### src/rtl/elelock_ctrl.sv
`default_nettype none
// ============================================================================
//  Module   : elelock_ctrl
//  Purpose  : Electronic lock controller. Collects a 4-digit code from the
//             debounced keypad stage, checks it against a programmable
//             password and drives the lock / alarm indicators. Handles
//             auto-relock, error hold time, failure counting, lockout and
//             password change while the lock is open.
//  Ports    : ck        in   system clock, rising edge
//             resetn    in   asynchronous active-low reset
//             keycode   in   0-9 digit, A '*' (clear/relock), B '#' (enter),
//                            C-F ignored
//             keyenbl   in   high while a valid key is held
//             locked    out  1 in every state except OPEN
//             unlocked  out  1 in OPEN only
//             alarm     out  1 in ERROR and LOCKOUT
//             digcnt    out  digits currently buffered (0..4)
//             failcnt   out  consecutive failed attempts
//             pwset     out  one-cycle pulse when the password is rewritten
//  Revision : 1.0  initial release
// ============================================================================
module elelock_ctrl #(
  parameter logic [15:0] PASSWORD  = 16'h1234,
  parameter int          OPEN_TIME = 1024,
  parameter int          ERR_TIME  = 64,
  parameter int          MAX_FAIL  = 3
) (
  input  logic       ck,
  input  logic       resetn,
  input  logic [3:0] keycode,
  input  logic       keyenbl,
  output logic       locked,
  output logic       unlocked,
  output logic       alarm,
  output logic [2:0] digcnt,
  output logic [1:0] failcnt,
  output logic       pwset
);

  typedef enum logic [1:0] {
    ST_IDLE    = 2'd0,
    ST_OPEN    = 2'd1,
    ST_ERROR   = 2'd2,
    ST_LOCKOUT = 2'd3
  } state_t;

  localparam logic [15:0] C_OPEN_LOAD = 16'(OPEN_TIME - 1);
  localparam logic [15:0] C_ERR_LOAD  = 16'(ERR_TIME - 1);
  localparam logic [1:0]  C_MAX_FAIL  = 2'(MAX_FAIL);

  state_t      r_state;
  logic        r_ken_d;
  logic        r_armed;
  logic [15:0] r_cbuf;
  logic [15:0] r_pw;
  logic [15:0] r_timer;
  logic        r_tz;     // timer read 0 last cycle: expire now

  state_t      w_state_nxt;
  logic [15:0] w_cbuf_nxt;
  logic [2:0]  w_digcnt_nxt;
  logic [1:0]  w_failcnt_nxt;
  logic [15:0] w_pw_nxt;
  logic [15:0] w_timer_nxt;
  logic        w_tz_nxt;
  logic        w_pwset_nxt;

  logic        w_kev;
  logic        w_is_dig;
  logic        w_is_star;
  logic        w_is_hash;
  logic        w_key_ok;
  logic [2:0]  w_cnt_inc;
  logic [1:0]  w_fail_inc;
  logic        w_code_ok;

  // r_armed stays low for the first cycle after reset so that a key already
  // held at reset release cannot fake a rising edge (r_ken_d catches up first).
  assign w_kev      = keyenbl & ~r_ken_d & r_armed;
  assign w_is_dig   = (keycode <= 4'd9);
  assign w_is_star  = (keycode == 4'hA);
  assign w_is_hash  = (keycode == 4'hB);
  assign w_key_ok   = (keycode <= 4'hB);
  assign w_cnt_inc  = (digcnt >= 3'd4) ? 3'd4 : digcnt + 3'd1;
  assign w_fail_inc = (failcnt >= C_MAX_FAIL) ? C_MAX_FAIL : failcnt + 2'd1;
  assign w_code_ok  = (digcnt == 3'd4) && (r_cbuf == r_pw);

  always_comb begin
    w_state_nxt   = r_state;
    w_cbuf_nxt    = r_cbuf;
    w_digcnt_nxt  = digcnt;
    w_failcnt_nxt = failcnt;
    w_pw_nxt      = r_pw;
    w_tz_nxt      = 1'b0;
    w_pwset_nxt   = 1'b0;
    // Counter holds at 0; the expiry flag carries the extra cycle.
    if ((r_state == ST_OPEN || r_state == ST_ERROR) && r_timer != 16'd0)
      w_timer_nxt = r_timer - 16'd1;
    else
      w_timer_nxt = r_timer;

    case (r_state)
      ST_IDLE: begin
        if (w_kev) begin
          if (w_is_dig) begin
            w_cbuf_nxt   = {r_cbuf[11:0], keycode};
            w_digcnt_nxt = w_cnt_inc;
          end else if (w_is_star) begin
            w_cbuf_nxt   = 16'd0;
            w_digcnt_nxt = 3'd0;
          end else if (w_is_hash) begin
            w_cbuf_nxt   = 16'd0;
            w_digcnt_nxt = 3'd0;
            if (w_code_ok) begin
              w_state_nxt   = ST_OPEN;
              w_failcnt_nxt = 2'd0;
              w_timer_nxt   = C_OPEN_LOAD;
            end else begin
              w_failcnt_nxt = w_fail_inc;
              if (w_fail_inc == C_MAX_FAIL) begin
                w_state_nxt = ST_LOCKOUT;
              end else begin
                w_state_nxt = ST_ERROR;
                w_timer_nxt = C_ERR_LOAD;
              end
            end
          end
        end
      end

      ST_OPEN: begin
        if (r_tz) begin
          // Expiry takes priority over any coincident key.
          w_state_nxt  = ST_IDLE;
          w_cbuf_nxt   = 16'd0;
          w_digcnt_nxt = 3'd0;
        end else begin
          w_tz_nxt = (r_timer == 16'd0);
          if (w_kev && w_key_ok) begin
            w_timer_nxt = C_OPEN_LOAD;
            w_tz_nxt    = 1'b0;
            if (w_is_dig) begin
              w_cbuf_nxt   = {r_cbuf[11:0], keycode};
              w_digcnt_nxt = w_cnt_inc;
            end else if (w_is_hash) begin
              if (digcnt == 3'd4) begin
                w_pw_nxt    = r_cbuf;
                w_pwset_nxt = 1'b1;
              end
              w_cbuf_nxt   = 16'd0;
              w_digcnt_nxt = 3'd0;
            end else begin
              w_state_nxt  = ST_IDLE;
              w_cbuf_nxt   = 16'd0;
              w_digcnt_nxt = 3'd0;
            end
          end
        end
      end

      ST_ERROR: begin
        if (r_tz)
          w_state_nxt = ST_IDLE;
        else
          w_tz_nxt = (r_timer == 16'd0);
      end

      default: begin
        // LOCKOUT: held until reset.
        w_state_nxt = ST_LOCKOUT;
      end
    endcase
  end

  always_ff @(posedge ck or negedge resetn) begin
    if (!resetn) begin
      r_state  <= ST_IDLE;
      r_ken_d  <= 1'b0;
      r_armed  <= 1'b0;
      r_cbuf   <= 16'd0;
      r_pw     <= PASSWORD;
      r_timer  <= 16'd0;
      r_tz     <= 1'b0;
      locked   <= 1'b1;
      unlocked <= 1'b0;
      alarm    <= 1'b0;
      digcnt   <= 3'd0;
      failcnt  <= 2'd0;
      pwset    <= 1'b0;
    end else begin
      r_state  <= w_state_nxt;
      r_ken_d  <= keyenbl;
      r_armed  <= 1'b1;
      r_cbuf   <= w_cbuf_nxt;
      r_pw     <= w_pw_nxt;
      r_timer  <= w_timer_nxt;
      r_tz     <= w_tz_nxt;
      locked   <= (w_state_nxt != ST_OPEN);
      unlocked <= (w_state_nxt == ST_OPEN);
      alarm    <= (w_state_nxt == ST_ERROR) || (w_state_nxt == ST_LOCKOUT);
      digcnt   <= w_digcnt_nxt;
      failcnt  <= w_failcnt_nxt;
      pwset    <= w_pwset_nxt;
    end
  end

endmodule
`default_nettype wire

### config.mk
export PLATFORM = sky130hd
export DESIGN_NAME = elelock_ctrl
export DESIGN_NICKNAME = d
export VERILOG_FILES = /design/src/rtl/elelock_ctrl.sv
export SDC_FILE = /design/constraint.sdc
export NUM_CORES = 1
export LEC_CHECK = 0
export CORE_MARGIN = 5
export CORE_UTILIZATION = 40
export DETAILED_ROUTE_END_ITERATION = 10
export PLACE_DENSITY = 0.62
export SLEW_MARGIN = 10
export SYNTH_ARGS = -nofsm -noshare
export SYNTH_HDL_FRONTEND = slang
export SYNTH_SLANG_ARGS = --single-unit
### constraint.sdc
create_clock -name ck -period 4.84 [get_ports ck]
set_clock_uncertainty 0.1 [all_clocks]
set_input_delay 0.968 -clock ck [delete_from_list [all_inputs] [get_ports ck]]
set_output_delay 0.968 -clock ck [all_outputs]
set_load 0.01 [all_outputs]
==> metrics, run 1 <==
status=complete, no violations; root buf cell=clkbuf_8; number of global-route vias before repair=2391; combinational family with the most area after synthesis=simple AND/OR/NAND/NOR gates; hold slack=426 ps; largest net degree at the start of global routing=45; vias per inst=5.24; drt drc=0; ys async rst share=100%; worst hold path startpoint=r_cbuf[12]; register area share after synthesis=approximately 46%; WL final=6640 um; crit-path cells=clkdlybuf4s50_1, nand3b_4, a21oi_4, nand2_1, or3_1, mux2_2; mux share of post-synthesis cell area=under 10%; Synth Instances=314; Setup Buffers After CTS=0; synth warn=0; reg2reg start=alarm; GR Layer Usage met2=between 20% and 30%; CP max stage delay=760 ps; Port Buffer Count=15; simple logic cell fraction of the synthesized area=18.9%; final setup vio count=0; critical path arrival=3220 ps; Cell variety after synth=between 50 and 60; row count=33; Tcrit/Tclk final=64.0%; Core Region=8130 um2; unrepaired setup endpoints after global routing=false; clock-pin slew on the worst setup and hold paths=roughly 70 ps; CTS max path bufs=2; Avg Cell Area, Syn=10.5 um2; DP HPWL=4660 um; nature of the critical path startpoint=input pin; ratio of cells with drive above 1 in the final layout=17.8%; post-cts sizing count=0; Pleak=1.62 nW; clk_lat worst skew=approximately 340 ps; WL/cell=15.0 um; # hold bufs at CTS=0; first-pass GRT wire length=between 10000 and 15000 um; critical path peak fanout=17; GPL Wtd Cong=0.750; busiest grt layer=met2; DRT iter0 DRCs=approximately 100; dominant synthesized flop cell=dfrtp_1; max-slew violations=0; via count=2318; slew margin rel.=43.7%; Fin. Hold Viols=0; Worst-Margin Slew=837 ps; commonest cells after routing, fill and taps aside=dfrtp_1 (55), nand2_1 (43), o21ai_0 (19); Seq cells post-synth=slightly above 60; worst min-delay path class=flop to flop; min cycle time layout=3100 ps; antenna cell count=0; hold endpoint=r_cbuf[12]; post-synth net total=329; R2R depth=6; TNS Setup=0 ps; CTS tree=done; adder-cell area share of the yosys netlist=about 3.0%; hold path cells=2; worst flop-to-flop path endpoint=r_pw[14]; Worst path slowest cell=or3_1; CTS H-tree lvls=3; post-synthesis to final-layout area growth=13.7%; grt ovf=0; Initial Util=40.6%; CP Capture Type=flop; maximum vdd drop=343 uV; Post-Synth XOR/XNOR Area=7.69%; Power Dens Cells=525 nW/um2; Post-synth EDFFs=0; TritonRoute pass-1 iters=4; commonest non-fill, non-tap cell in the layout=dfrtp_1; critical path type=input pin to flop; M1 GR Usage=roughly a fifth; Compound-Gate Fraction of Synth Area=14.7%; Die X=101 um; gr usage total=14.6%; die footprint=10200 um2; Max Cap Viol=0; Mapped Area=3300 um2; reg2reg setup slack=1970 ps; Die Ht=approximately 100 um; Top-Level Pins=16; sinks on the clock net=61; grt met3 use=3.46%; post-route ant nets=0; peak clock frequency supported by timing=about 320 MHz; CTS Buf Count=9; Worst Path Required=4960 ps; Final #Nets=between 300 and 400; initial antenna violation count=0
[power breakdown]
group	internal, W	switching (W)	total (W)
clock network	0.000317	0.000197	0.000514
registers	0.000625	0.000125	0.000750
logic	0.000317	0.000393	0.000710
[worst max-delay path by stage]
stage | to | startpoint | cells after the start
detailed placement | r_pw[10] | keyenbl | 6
finish | r_pw[14] | keyenbl | 6
CTS | r_pw[14] | keyenbl | 6
global route | r_pw[0] | keyenbl | 6
global placement | r_pw[13] | keyenbl | 6
floorplan | r_pw[0] | keyenbl | 7
[worst max-delay path: cells and delay by family]
| family | cells | cell delay [ps] |
|---|---|---|
| compound gates | 1 | 190 |
| buf+inv | 1 | 520 |
| mux | 1 | 390 |
| simple gates | 3 | 1150 |
[kinds of logic (layout without fill, tap and decap cells)]
logic type	count (synthesis)	in the layout
compound gates	70	70
simple gates	108	108
fa+ha+maj	8	8
xor+xnor	29	29
flops	61	61
other cells	1	1
buf+inv	20	43
mux	17	17
[stage by stage]
step / setup slack, ps / instance area, um2 / utilization (%) / std cells / total power, W
after floorplan: 2410 / 3300 / - / 314 / 0.00128
after global placement: 1430 / 3530 / 43.4 / 426 / 0.00146
after detailed placement: 1380 / 3530 / 43.4 / 426 / 0.00147
after CTS: 1730 / 3760 / 46.2 / 442 / 0.00200
after global routing: 1620 / 3760 / 46.2 / 442 / 0.00212
final: 1740 / 3760 / 46.2 / 442 / 0.00197
[synth_stat cells, types with 3 or more instances]
| library cell | instances | share of area [%] |
|---|---|---|
| or4_1 | 3 | 0.68 |
| a21oi_1 | 11 | 1.7 |
| o211ai_1 | 13 | 3.0 |
| clkbuf_1 | 6 | 0.68 |
| nor2_1 | 10 | 1.1 |
| xnor2_1 | 11 | 2.9 |
| dfstp_2 | 6 | 4.8 |
| nor3_1 | 4 | 0.61 |
| o21ai_0 | 19 | 2.9 |
| xor2_1 | 18 | 4.8 |
| and2_1 | 4 | 0.76 |
| nor4_1 | 4 | 0.76 |
| nand3_1 | 5 | 0.76 |
| nand4b_1 | 4 | 1.1 |
| ha_1 | 8 | 3.0 |
| mux2_2 | 17 | 5.8 |
| o31ai_1 | 3 | 0.68 |
| nand4_1 | 4 | 0.76 |
| or3_1 | 3 | 0.57 |
| nor4b_1 | 5 | 1.3 |
| inv_1 | 9 | 1.0 |
| a21o_1 | 3 | 0.68 |
| dfrtp_1 | 55 | 42 |
| nand2_1 | 43 | 4.9 |
[flip-flops by register name, indices dropped and copies added (netlist names)]
signal	flops
r_state	1
unlocked	1
r_pw	16
r_timer	16
alarm	1
r_ken_d	1
r_cbuf	16
locked	1
failcnt	2
digcnt	3
r_armed	1
pwset	1
r_tz	1
[final cells by class]
type	instances	area (um2)
fill	762	4380
multi-input combinational	233	1670
clock inverter	4	70.1
timing repair buffer	18	168
clock buffer	12	155
sequential	61	1530
inverter	9	33.8
tap	105	131
[layer usage]
| metal | part of all wire, % | wire [um] |
|---|---|---|
| met2 | 46 | 3070 |
| met3 | 2.6 | 172 |
| met5 | 0 | 0 |
| met1 | 49 | 3230 |
| met4 | 2.5 | 167 |
Note: power is estimated with default switching activity, not from simulation.
==> run 2: changes to the inputs <==
PLACE_DENSITY = 0.64   (was 0.62)
clock period = 2.6 ns   (was 4.84 ns; I/O delays follow)
==> metrics, run 2 (synthesis results as in run 1) <==
slew margin rel.=63.7%; TritonRoute pass-1 iters=4; gr usage total=14.5%; DP HPWL=4880 um; commonest cells after routing, fill and taps aside=dfrtp_1 (55), nand2_1 (43), o21ai_0 (19); clock share of power=27.1%; max-slew violations=0; Reg power frac=36.2%; busiest grt layer=met2; grt met3 use=3.18%; post-cts sizing count=0; Switching Fraction=35.4%; die footprint=10200 um2; Worst-Margin Slew=approximately 540 ps; critical path arrival=roughly 2500 ps; post-route ant nets=0; drt drc=0; Top-Level Pins=16; # hold bufs at CTS=0; Worst path slowest cell=dfrtp_1; initial antenna violation count=0; Die Ht=between 100 and 150 um; DRT iter0 DRCs=117; largest registers=r_cbuf (16), r_pw (16), r_timer (16); CTS max path bufs=2; Core Region=between 8000 and 9000 um2; maximum vdd drop=526 uV; status=complete, no violations; Tot Pwr=0.00385 W; post-layout util=a little under half; Comb power frac=a little over a third; first-pass GRT wire length=11800 um; peak clock frequency supported by timing=approximately 420 MHz; GR Layer Usage met2=22.6%; row count=33; final setup vio count=0; Max Cap Viol=0; commonest non-fill, non-tap cell in the layout=dfrtp_1; Worst Path Required=~2700 ps; clk_lat worst skew=340 ps; nature of the critical path startpoint=flop; Final #Nets=roughly 360; Setup Buffers After CTS=0; post-synthesis to final-layout area growth=17.5%; worst min-delay path class=input pin to asynchronous set/reset pin; worst slack at placement=52.0 ps; WL/cell=14.6 um; CTS Buf Count=9; critical path peak fanout=10; Fin. Hold Viols=0; crit-path cells=inv_1, ha_1, nor4b_1, nand3b_2, o21ai_2, mux2_2, o211ai_1; CP delay by family, top=simple AND/OR/NAND/NOR gates; critical path type=flop to flop; antenna cell count=0; Die X=101 um; Int Pwr=0.00249 W; grt ovf=0; largest net degree at the start of global routing=23; TNS Setup=0 ps; ratio of cells with drive above 1 in the final layout=20.9%; Port Buffer Count=15; worst setup margin=between 200 and 250 ps; Tcrit/Tclk final=between 90% and 100%; M1 GR Usage=approximately a fifth; Power Dens Cells=992 nW/um2; CTS tree=done; Pleak=roughly 1.7 nW; vias per inst=5.21; sinks on the clock net=61; unrepaired setup endpoints after global routing=false; Switch Pwr=0.00136 W; root buf cell=clkbuf_8; min cycle time layout=2360 ps; GPL Wtd Cong=0.772; via count=2367; CP Buf/Inv Count=1; clock-pin slew on the worst setup and hold paths=70 ps; Initial Util=40.6%; number of global-route vias before repair=between 2000 and 2500; CP Capture Type=flop; CTS H-tree lvls=3; WL final=6650 um; CP max stage delay=approximately 400 ps
[run 2: final timing paths]
kind | start | end | slack [ps] | cells after the start
worst max register to register | r_timer[0] | r_timer[1] | 240 | 7
worst min register to register | r_cbuf[13] | r_cbuf[13] | 430 | 2
worst min-delay path | resetn | r_cbuf[9] | 30 | 1
min in group ck | r_cbuf[13] | r_cbuf[13] | 430 | 2
max in group asynchronous | resetn | r_pw[4] | 1630 | 2
worst max-delay path | r_timer[0] | r_timer[1] | 240 | 7
[run 2: area by class of cell]
| cell class | instances | area [um2] |
|---|---|---|
| Clock buffer | 10 | 138 |
| Tap cell | 105 | 131 |
| Inverter | 9 | 33.8 |
| Clock inverter | 6 | 110 |
| Timing Repair Buffer | 30 | 270 |
| Multi-Input combinational cell | 233 | 1670 |
| Fill cell | 747 | 4250 |
| Sequential cell | 61 | 1530 |
[run 2: worst register-to-register path, stage by stage, from the launching register on]
cell and delay, ps:
dfrtp_1 400, inv_1 120, ha_1 160, nor4b_1 400
nand3b_2 270, o21ai_2 310, mux2_2 370, o211ai_1 120
[run 2: power by group through the flow]
stage	Clock, W	Sequential (W)	Combinational, W
global placement	0	0.00140	0.00140
floorplan	0	0.00137	0.00101
global route	0.00112	0.00143	0.00158
detailed placement	0	0.00141	0.00141
CTS	0.00107	0.00140	0.00142
finish	0.00104	0.00140	0.00141
[run 2: through the flow]
step / hold WS, ps / std cells / cell area [um2]
floorplan: 124 / 314 / 3300
detailed placement: 410 / 438 / 3630
global route: 44.6 / 454 / 3880
global placement: 402 / 438 / 3630
CTS: 34.9 / 454 / 3880
finish: 30.9 / 454 / 3880
[run 2: per-layer routing]
metal	wire, um	vias up
met5	0	-
met4	95	0
met3	209	9
met2	3130	30
met1	3220	1136
li1	-	1192
==> run 3: changes to the inputs <==
PLACE_DENSITY = not set   (was 0.64)
PLACE_DENSITY_LB_ADDON = 0.05   (was not set)
==> metrics, run 3 (synthesis results as in run 1) <==
status=complete, no violations; Pleak=1.68 nW; GPL Wtd Cong=0.808; grt ovf=0; final setup vio count=0; critical path type=flop to flop; post-synthesis to final-layout area growth=16.9%; min cycle time layout=2310 ps; drt drc=0; Fill cells=between 700 and 800; largest net degree at the start of global routing=38; row count=33; gr usage total=approximately 15%; Final #Nets=359; largest registers=r_cbuf (16), r_pw (16), r_timer (16); first-pass GRT wire length=12000 um; Setup Buffers After CTS=0; footprint of the multi-input gates=1670 um2; CTS H-tree lvls=3; post-cts sizing count=0; crit-path cells=inv_1, ha_1, nor4b_1, nand3b_2, o21ai_2, mux2_2, o211ai_1; unrepaired setup endpoints after global routing=false; TritonRoute pass-1 iters=4; critical path peak fanout=10; R2R depth=7; WL final=7010 um; Core Region=8130 um2; worst min-delay path class=input pin to asynchronous set/reset pin; commonest non-fill, non-tap cell in the layout=dfrtp_1; # hold bufs at CTS=0; CTS Buf Count=9; ratio of cells with drive above 1 in the final layout=between 20% and 30%; reg2reg start=r_timer[0]; Port Buffer Count=15; TNS Setup=0 ps; Worst-Margin Slew=527 ps; DRT iter0 DRCs=74; clk_lat worst skew=340 ps; WL/cell=15.4 um; Worst path slowest cell=dfrtp_1; CTS max path bufs=2; antenna cell count=0; Die X=around 100 um; CP Capture Type=flop; DP HPWL=5120 um; Max Cap Viol=0; clock-pin slew on the worst setup and hold paths=80 ps; maximum vdd drop=361 uV; vias per inst=5.25; post-route ant nets=0; peak clock frequency supported by timing=433 MHz; commonest cells after routing, fill and taps aside=dfrtp_1 (55), nand2_1 (43), o21ai_0 (19); sinks on the clock net=61; CP Buf/Inv Count=1; Worst Path Required=2760 ps; CTS tree=done; nature of the critical path startpoint=flop; initial antenna violation count=0; Reg area=around 1500 um2; hold slack=46.8 ps; Tot Pwr=0.00369 W; critical path arrival=2470 ps; reg2reg setup slack=approximately 290 ps; Tcrit/Tclk final=around nine tenths; via count=2385; root buf cell=clkbuf_8; Die Ht=101 um; Initial Util=between 40% and 50%; die footprint=around 10000 um2; number of global-route vias before repair=2385; Power Dens Cells=955 nW/um2; CP max stage delay=just over 400 ps; slew margin rel.=roughly 65%; max-slew violations=0; Top-Level Pins=16; Fin. Hold Viols=0; CP delay by family, top=simple AND/OR/NAND/NOR gates; worst flop-to-flop path endpoint=r_timer[1]
## run 3: changes by cell type in the layout (fill, tap and decap cells not counted)
cell        change
buf_12          +2
buf_4           -2
bufinv_16       -2
clkbuf_1        +1
clkbuf_8        +1
clkinv_2        +1
clkinvlp_4      -1
## run 3: final cells by class
type                    count  share of cell area (%)
inverters                   9                   0.875
well taps                 105                    3.40
multi-input cells         233                    43.1
clock inverters             4                    1.23
repair buffers             30                    7.64
flip-flops and latches     61                    39.7
clock buffers              12                    4.02
## run 3: where the power goes
group          total [W]  switching, W  internal [W]
combinational    0.00141      0.000746      0.000667
clock           0.000873      0.000380      0.000492
sequential       0.00140      0.000239       0.00116
total            0.00369       0.00137       0.00232
## run 3: worst max-delay path by stage
| stage | from | endpoint | slack [ps] | depth (start not counted) |
|---|---|---|---|---|
| after floorplan | alarm | r_pw[0] | 340 | 9 |
| after global placement | keycode[2] | r_timer[9] | 110 | 5 |
| after detailed placement | keycode[2] | r_timer[9] | 20 | 5 |
| after CTS | r_timer[0] | r_timer[1] | 300 | 7 |
| after global routing | r_timer[0] | r_timer[1] | 90 | 7 |
| final | r_timer[0] | r_timer[1] | 290 | 7 |
## run 3: per-stage QoR
step | setup WS [ps] | std cells | util, % | instance area (um2)
2_1_floorplan | 340 | 314 | - | 3300
3_3_place_gp | 107 | 438 | 45.0 | 3660
3_5_place_dp | 21.4 | 438 | 45.0 | 3660
4_1_cts | 301 | 454 | 47.5 | 3860
5_1_grt | 94.1 | 454 | 47.5 | 3860
6_report | 291 | 454 | 47.5 | 3860
## run 3: worst register-to-register path, delay by kind of cell (launching register included)
kind	cells	cell delay, ps
AND/OR/NAND/NOR	2	670
adder cells (fa/ha/maj)	1	150
multiplexers	1	370
buffers and inverters	1	120
AO/OA/AOI/OAI	2	410
flip-flops	1	410
## run 3: metal layers
layer,wire length [um],up-vias,GRT usage (%)
met4,89,0,5.21
met2,3340,27,23.7
met1,3400,1162,20.3
met5,0,-,0
li1,-,1187,-
met3,184,9,3.74
